--- src/rtl/punc_control.sv ---
// -----------------------------------------------------------------------------
// punc_control
//
// Control unit for the PUnC LC3 processor. It steps the datapath through
// fetch, decode and execute for the supported LC3 subset, and it owns the
// N/Z/P condition-code register.
//
// Configuration macro:
//   PUNC_INDIRECT_EN - when defined, LDI/STI execute through EXEC2 and use
//                      mar_ld. When undefined, opcodes 1010/1011 decode to
//                      HALT and mar_ld is tied to 0.
//
// Ports:
//   clk            in   system clock
//   rst            in   synchronous active-high reset
//   ir[15:0]       in   instruction register contents
//   rf_w_data[15:0]in   register-file write data, sampled for condition codes
//   ir_ld          out  load IR from the memory read port
//   pc_clr/inc/ld  out  PC clear / increment / load
//   pc_ld_sel[1:0] out  0 PC+off9, 1 PC+off11, 2 R[ir[8:6]]
//   mem_addr_sel   out  0 PC, 1 PC+off9, 2 R[ir[8:6]]+off6, 3 MAR
//   mem_w_en       out  memory write enable
//   mar_ld         out  latch memory read data into MAR
//   rf_w_en        out  register-file write enable
//   rf_w_addr_sel  out  0 ir[11:9], 1 R7
//   rf_w_data_sel  out  0 ALU, 1 memory, 2 PC+off9, 3 PC
//   rf_r0_addr_sel out  0 ir[8:6], 1 ir[11:9]
//   alu_sel[1:0]   out  0 ADD, 1 AND, 2 NOT, 3 PASS
//   alu_imm        out  ALU operand B is sext(ir[4:0])
//   nzp[2:0]       out  current condition codes
//   halted         out  core is stopped
// -----------------------------------------------------------------------------
module punc_control (
  input  logic        clk,
  input  logic        rst,
  input  logic [15:0] ir,
  input  logic [15:0] rf_w_data,
  output logic        ir_ld,
  output logic        pc_clr,
  output logic        pc_inc,
  output logic        pc_ld,
  output logic [1:0]  pc_ld_sel,
  output logic [1:0]  mem_addr_sel,
  output logic        mem_w_en,
  output logic        mar_ld,
  output logic        rf_w_en,
  output logic        rf_w_addr_sel,
  output logic [1:0]  rf_w_data_sel,
  output logic        rf_r0_addr_sel,
  output logic [1:0]  alu_sel,
  output logic        alu_imm,
  output logic [2:0]  nzp,
  output logic        halted
);

  typedef enum logic [2:0] {
    S_INIT,
    S_FETCH,
    S_DECODE,
    S_EXEC,
    S_EXEC2,
    S_HALT
  } state_t;

  localparam logic [3:0] OP_BR   = 4'b0000;
  localparam logic [3:0] OP_ADD  = 4'b0001;
  localparam logic [3:0] OP_LD   = 4'b0010;
  localparam logic [3:0] OP_ST   = 4'b0011;
  localparam logic [3:0] OP_JSR  = 4'b0100;
  localparam logic [3:0] OP_AND  = 4'b0101;
  localparam logic [3:0] OP_LDR  = 4'b0110;
  localparam logic [3:0] OP_STR  = 4'b0111;
  localparam logic [3:0] OP_RTI  = 4'b1000;
  localparam logic [3:0] OP_NOT  = 4'b1001;
  localparam logic [3:0] OP_LDI  = 4'b1010;
  localparam logic [3:0] OP_STI  = 4'b1011;
  localparam logic [3:0] OP_JMP  = 4'b1100;
  localparam logic [3:0] OP_RSV  = 4'b1101;
  localparam logic [3:0] OP_LEA  = 4'b1110;
  localparam logic [3:0] OP_TRAP = 4'b1111;

  state_t      state_q, state_d;
  logic [2:0]  nzp_q, nzp_d;
  logic [3:0]  opcode;
  logic        br_taken;
  logic        sets_cc;

  // Offset and base-register fields are consumed by the datapath, not here.
  logic        unused_ir_bits;
  assign unused_ir_bits = ^{ir[8:6], ir[4:0]};

  assign opcode   = ir[15:12];
  assign br_taken = |(ir[11:9] & nzp_q);
  assign nzp      = nzp_q;

  // Opcodes whose register write updates the condition codes. JSR/JSRR
  // writes R7 but is deliberately excluded.
  always_comb begin
    sets_cc = 1'b0;
    case (opcode)
      OP_ADD, OP_AND, OP_NOT, OP_LD, OP_LDR, OP_LDI, OP_LEA: sets_cc = 1'b1;
      default:                                               sets_cc = 1'b0;
    endcase
  end

  function automatic logic [2:0] cc_of(input logic [15:0] v);
    if (v[15])          return 3'b100;
    else if (v == '0)   return 3'b010;
    else                return 3'b001;
  endfunction

  always_ff @(posedge clk) begin
    if (rst) begin
      state_q <= S_INIT;
      nzp_q   <= 3'b010;
    end else begin
      state_q <= state_d;
      nzp_q   <= nzp_d;
    end
  end

  // rf_w_en is already forced low during rst, so this never fires then.
  always_comb begin
    nzp_d = nzp_q;
    if (rf_w_en && sets_cc) nzp_d = cc_of(rf_w_data);
  end

  always_comb begin
    state_d        = state_q;
    ir_ld          = 1'b0;
    pc_clr         = 1'b0;
    pc_inc         = 1'b0;
    pc_ld          = 1'b0;
    pc_ld_sel      = 2'd0;
    mem_addr_sel   = 2'd0;
    mem_w_en       = 1'b0;
    mar_ld         = 1'b0;
    rf_w_en        = 1'b0;
    rf_w_addr_sel  = 1'b0;
    rf_w_data_sel  = 2'd0;
    rf_r0_addr_sel = 1'b0;
    alu_sel        = 2'd0;
    alu_imm        = 1'b0;
    halted         = 1'b0;

    if (rst) begin
      // Abort whatever was in flight: only the PC clear is allowed through.
      pc_clr  = 1'b1;
      state_d = S_INIT;
    end else begin
      case (state_q)
        S_INIT: begin
          pc_clr  = 1'b1;
          state_d = S_FETCH;
        end

        S_FETCH: begin
          mem_addr_sel = 2'd0;
          ir_ld        = 1'b1;
          pc_inc       = 1'b1;
          state_d      = S_DECODE;
        end

        S_DECODE: begin
          case (opcode)
            OP_TRAP, OP_RTI, OP_RSV: state_d = S_HALT;
            OP_BR:                   state_d = br_taken ? S_EXEC : S_FETCH;
`ifndef PUNC_INDIRECT_EN
            OP_LDI, OP_STI:          state_d = S_HALT;
`endif
            default:                 state_d = S_EXEC;
          endcase
        end

        S_EXEC: begin
          state_d = S_FETCH;
          case (opcode)
            OP_ADD: begin
              rf_w_en = 1'b1;
              alu_sel = 2'd0;
              alu_imm = ir[5];
            end
            OP_AND: begin
              rf_w_en = 1'b1;
              alu_sel = 2'd1;
              alu_imm = ir[5];
            end
            OP_NOT: begin
              rf_w_en = 1'b1;
              alu_sel = 2'd2;
            end
            OP_LD: begin
              mem_addr_sel  = 2'd1;
              rf_w_data_sel = 2'd1;
              rf_w_en       = 1'b1;
            end
            OP_LDR: begin
              mem_addr_sel  = 2'd2;
              rf_w_data_sel = 2'd1;
              rf_w_en       = 1'b1;
            end
            OP_LEA: begin
              rf_w_data_sel = 2'd2;
              rf_w_en       = 1'b1;
            end
            OP_ST: begin
              mem_addr_sel   = 2'd1;
              rf_r0_addr_sel = 1'b1;
              mem_w_en       = 1'b1;
            end
            OP_STR: begin
              mem_addr_sel   = 2'd2;
              rf_r0_addr_sel = 1'b1;
              mem_w_en       = 1'b1;
            end
            // Only taken branches reach EXEC; nzp cannot change in between.
            OP_BR: begin
              pc_ld     = 1'b1;
              pc_ld_sel = 2'd0;
            end
            OP_JMP: begin
              pc_ld     = 1'b1;
              pc_ld_sel = 2'd2;
            end
            // R7 <= PC and PC <= target share one edge, so JSRR R7 reads
            // the old R7 as its base before the write lands.
            OP_JSR: begin
              rf_w_en       = 1'b1;
              rf_w_addr_sel = 1'b1;
              rf_w_data_sel = 2'd3;
              pc_ld         = 1'b1;
              pc_ld_sel     = ir[11] ? 2'd1 : 2'd2;
            end
`ifdef PUNC_INDIRECT_EN
            // First access fetches the pointer into MAR.
            OP_LDI, OP_STI: begin
              mem_addr_sel = 2'd1;
              mar_ld       = 1'b1;
              state_d      = S_EXEC2;
            end
`endif
            default: state_d = S_FETCH;
          endcase
        end

        S_EXEC2: begin
          state_d = S_FETCH;
`ifdef PUNC_INDIRECT_EN
          mem_addr_sel = 2'd3;
          if (opcode == OP_LDI) begin
            rf_w_data_sel = 2'd1;
            rf_w_en       = 1'b1;
          end else if (opcode == OP_STI) begin
            rf_r0_addr_sel = 1'b1;
            mem_w_en       = 1'b1;
          end
`endif
        end

        S_HALT: begin
          halted  = 1'b1;
          state_d = S_HALT;
        end

        default: state_d = S_INIT;
      endcase
    end
  end

endmodule

--- config.mk ---
export PLATFORM = sky130hd
export DESIGN_NAME = punc_control
export DESIGN_NICKNAME = d
export VERILOG_FILES = /design/src/rtl/punc_control.sv
export SDC_FILE = /design/constraint.sdc
export NUM_CORES = 1
export LEC_CHECK = 0
export ABC_AREA = 1
export ABC_CLOCK_PERIOD_IN_PS = 1900
export CORE_UTILIZATION = 29
export DETAILED_ROUTE_END_ITERATION = 8
export MAX_ROUTING_LAYER = met4
export PLACE_DENSITY_LB_ADDON = 0.25
export SYNTH_ARGS = -nofsm -noshare
export SYNTH_HDL_FRONTEND = slang
export SYNTH_SLANG_ARGS = --single-unit
--- constraint.sdc ---
create_clock -name clk -period 1.9 [get_ports clk]
set_clock_uncertainty 0.2 [all_clocks]
set_input_delay 0.38 -clock clk [delete_from_list [all_inputs] [get_ports clk]]
set_output_delay 0.38 -clock clk [all_outputs]
set_load 0.01 [all_outputs]
* After elaboration in Yosys (flattened, before gate mapping)
Cells that the tools add are included.
** Storage, ports and cells
- Word-level logic and storage cells :: 78
- Input port bits :: 34
- Flip-flop bits (word level) :: 6
** Operators by class
- Bitwise logic cells :: 1
- Reductions and logical operators :: 15
- Multiplexer cells :: 40
- Equality and inequality tests :: 20
** Operators by type and width (number)
- 4-bit == test (second input constant) :: 8
- 1-bit two-way mux :: 22
- 2-bit two-way mux :: 11
- 4-bit by 3-bit == test with 1-bit output (second input constant) :: 4
- 16-bit logical NOT :: 1
- 7-bit OR reduction :: 2
- 2-bit case mux with 2 select lines :: 3
- 3-bit case mux with 4 select lines :: 1
- 2-bit OR reduction :: 5
- 3-bit OR reduction :: 3
- 4-bit by 2-bit == test with 1-bit output (second input constant) :: 2
- 3-bit by 2-bit == test with 1-bit output (second input constant) :: 2
- 3-bit == test (second input constant) :: 2
- 2-bit case mux with 3 select lines :: 1
- 3-bit case mux with 2 select lines :: 1
- 5-bit OR reduction :: 1
- 4-bit by 1-bit == test with 1-bit output (second input constant) :: 1
- 4-bit logical NOT :: 1
- 3-bit bitwise AND :: 1
- 3-bit by 1-bit == test with 1-bit output (second input constant) :: 1
- 3-bit logical NOT :: 1
- 3-bit two-way mux :: 1
- 1-bit logical AND :: 1

* Depth between registers and ports, before layout
- Word-level depth :: 6
- Mapped depth :: 8
- Depth with buffers taken out :: 8

* Worst setup path after synthesis
No wires, ideal clock.
- Kind :: input port to output port
- Start :: in rst
- End :: out rf_r0_addr_sel
- Required time :: 1320 ps
- Path slack :: 105 ps
- Stages :: 5
- Arrival time :: 1215 ps
- Cells stage by stage :: buf_6 > nor3_4 > nand2_1 > nor2_1 > buf_4
** On the way
- Longest elaborated chain between the ends :: 1
** RTL lines
- start, declared :: line 35 : input logic rst,
- 1-bit two-way mux
- end, declared :: line 49 : output logic rf_r0_addr_sel,
No other way between the ends.

* Worst setup path after layout
- Start :: reg state_q[0]
- End :: out alu_imm
** On the way
- Longest elaborated chain between the ends :: 3
** RTL lines
- start, declared :: line 82 : state_t state_q, state_d;
- start signal, assigned :: line 117 : state_q <= state_d;
- 3-bit by 2-bit == test with 1-bit output :: line 151 : case (state_q)
- 1-bit two-way mux :: line 151
- 1-bit two-way mux :: line 146 : if (rst) begin
- end, declared :: line 51 : output logic alu_imm,
No other way between the ends.

==> results.yml <==
critical_path:
  startpoint_type: "register"
  path_class: "register to output port"
  end_kind: "output port"
  path_common_cell: "buf_6"
  crit_family: "simple AND/OR/NAND/NOR gates"
  max_stage_delay_ps: 340
  crit_required_ps: 1320
  reg2reg_slack_ps: 380
  worst-path-buf-inv: 3
  critical-path-slowest-cell: "dfxtp_2"
  critPathArrivalTime_ps: 1380
  critPathMaxFanout: 3
  crit_path_cell_trace: "nand2_2 > nor3_4 > buf_6 > buf_6 > nand2_4 > nor3b_2 > buf_2"
logic_synthesis:
  synthSimpleGateAreaFrac: 0.505
  yosysMostFrequentCell: "nor2_1"
  ys.warnings.count: 0
  synth_top_area_frac: 0.205
  synth_top_family_by_area: "simple AND/OR/NAND/NOR gates"
  synth_area_leaders: "dfxtp_1, nor2_1, nand2_1, inv_1, a21oi_1"
  synth-seq-cells: 6
  synthAdderAreaFrac: 0
  syn_avg_cell_area_um2: 5.48
  synth_top_area_cell: "dfxtp_1"
  yosys.cell_types.count: 18
  ys_seq_area_frac: 0.205
  synth-main-ff-cell: "dfxtp_1"
  synthTopCellsByCount: "nor2_1, nand2_1, inv_1, dfxtp_1, a21oi_1"
  syn_nets: 141
  synth_xor_xnor_area_share: 0
  synth_edf_count: 0
  synth_compound_area_frac: 0.111
  syn_inst: 107
  synthMuxAreaShare: 0
  synth_async_sr_flop_share: 0
  syn_area_um2: 587
sta:
  fmax_mhz: 511
  setup_ws_ps: -57.8
  slew_viol_final: 0
  setup_tns_ps: -141
  setup_viol: 5
  rsz0062_at_grt: "true"
  hold_viol: 0
  finalCriticalPeriod_ps: 1960
  holdWs_ps: 312
  period_share: 1.03
pwr:
  p_sw_mw: 0.130
  pwr-share-clk: 0.259
  p_seq_frac: 0.309
  p_leak_nw: 0.645
  p_total_mw: 0.446
  internal_power_mw: 0.316
  swShare: 0.291
  irDropWorstVdd_v: 0.000412
  pwr_density_cell_nw_per_um2: 350
  pwr-share-comb: 0.432
routing:
  vias_per_cell: 4.61
  wl_um: 2250
  num_vias: 950
  drtIter0Drc: 12
  avgRoutedWirePerCell_um: 10.9
  drc: 0
  ant_nets: 0
  dr.pass1.iters: 4
floorplanning:
  num_rows: 15
  die_height_um: 47.0
  design.core.area_um2: 1800
  initial_utilization: 0.326
  die-area_um2: 2210
  die_x_um: 47.0
  io_pins: 56
global_route:
  grt_max_degree: 7
  grt_util_all_layers: 0.226
  use_met1: 0.225
  grt_pass1_wl_um: 3340
  grtUsageMet3: 0.0308
  grt-ovfl-total: 0
  first_global_vias: 861
  grtUsageMet2: 0.403
  gr-max-usage-layer: "met2"
  antenna_found_initial: 0
cells_and_area:
  fillers: 160
  drive_gt1_frac: 0.420
  layout-area-overhead-vs-synth_pct: 117
  nets: 217
  final_cell_area_um2: 1270
  diodes: 0
  final_util: 0.708
  final_cells: 206
clock_network:
  cts_tree: "built"
  cts_buffers: 3
  clk_latency_ps: 240
  cts_sinks: 6
  clk_path_buf_depth: 2
  cts.reportedPaths.clkPinSlew_ps: 50
  htree_levels: 1
  cts_root_buf: "clkbuf_4"
placed_design:
  place_inst: 196
  place_ws_ps: -691
  port_buffers: 46
  hpwl_um: 1640
  postPlaceCellArea_um2: 1210
  gp_congestion: 0.883
status:
  status: "finished with violations"
  violations: "setup timing"
job:
  maxCapViolations: 0
hold_path:
  hold_path_class: "register to register"
worst reg2reg max path: stages, from the launching register on:
cell	delay [ps]
dfxtp_2	340
nand2_2	60
nor3_4	160
buf_6	140
buf_4	100
nand2_2	50
buf_4	150
o21ai_0	160
nor2_1	50
final cells by class:
cell class                      count  area, um2  share of cell area
Timing Repair Buffer               76        613               0.481
Sequential cell                     6        124              0.0972
Inverter                           15       56.3              0.0442
Clock buffer                        3       22.5              0.0177
Multi-Input combinational cell     81        428               0.336
Tap cell                           25       31.3              0.0245
logic make-up after synthesis:
kind of cell	count (synthesis)
other cells	1
flops	6
compound gates	11
buf+inv	20
simple gates	69
cells in the final DEF (no fill, tap or decap), types with 3 or more instances in the layout:
master	count
nand2_2	6
a21oi_1	5
dlygate4sd2_1	3
dfxtp_1	3
clkbuf_4	3
inv_1	12
dfxtp_2	3
clkdlybuf4s50_1	23
nor2_1	24
buf_2	14
nand2_1	22
nor3_2	3
buf_4	28
nand3_1	4
clkdlybuf4s15_2	3
nor2_2	4
what timing repair did:
item,4_1_cts,5_1_grt
setup endpoints to repair,18,17
resized for setup,89,12
hold buffers,0,0
cloned,0,0
buffers inserted,5,2
pin swaps,8,7
power groups by stage:
stage	logic [mW]	clock network, mW	registers, mW
global route	0.210	0.129	0.138
global placement	0.171	0	0.139
detailed placement	0.175	0	0.140
CTS	0.184	0.120	0.137
floorplan	0.0632	0	0.139
finish	0.193	0.116	0.138
routing by layer:
layer | vias to the layer above | wire length [um]
met5 | - | 0
met1 | 413 | 817
li1 | 481 | -
met2 | 48 | 1200
met4 | 0 | 74
met3 | 8 | 154
final timing paths:
| check | depth (start not counted) | startpoint | to |
|---|---|---|---|
| worst max-delay path | 7 | state_q[0] | alu_imm |
| worst min-delay path | 2 | nzp[2] | nzp[2] |
| worst max register to register | 8 | state_q[0] | nzp[2] |
| worst min register to register | 2 | nzp[2] | nzp[2] |
state kept, by name, summed over array words and instances, names as in the netlist:
name / count
state_q: 3
nzp: 3
Power figures use the tool's default switching activity.
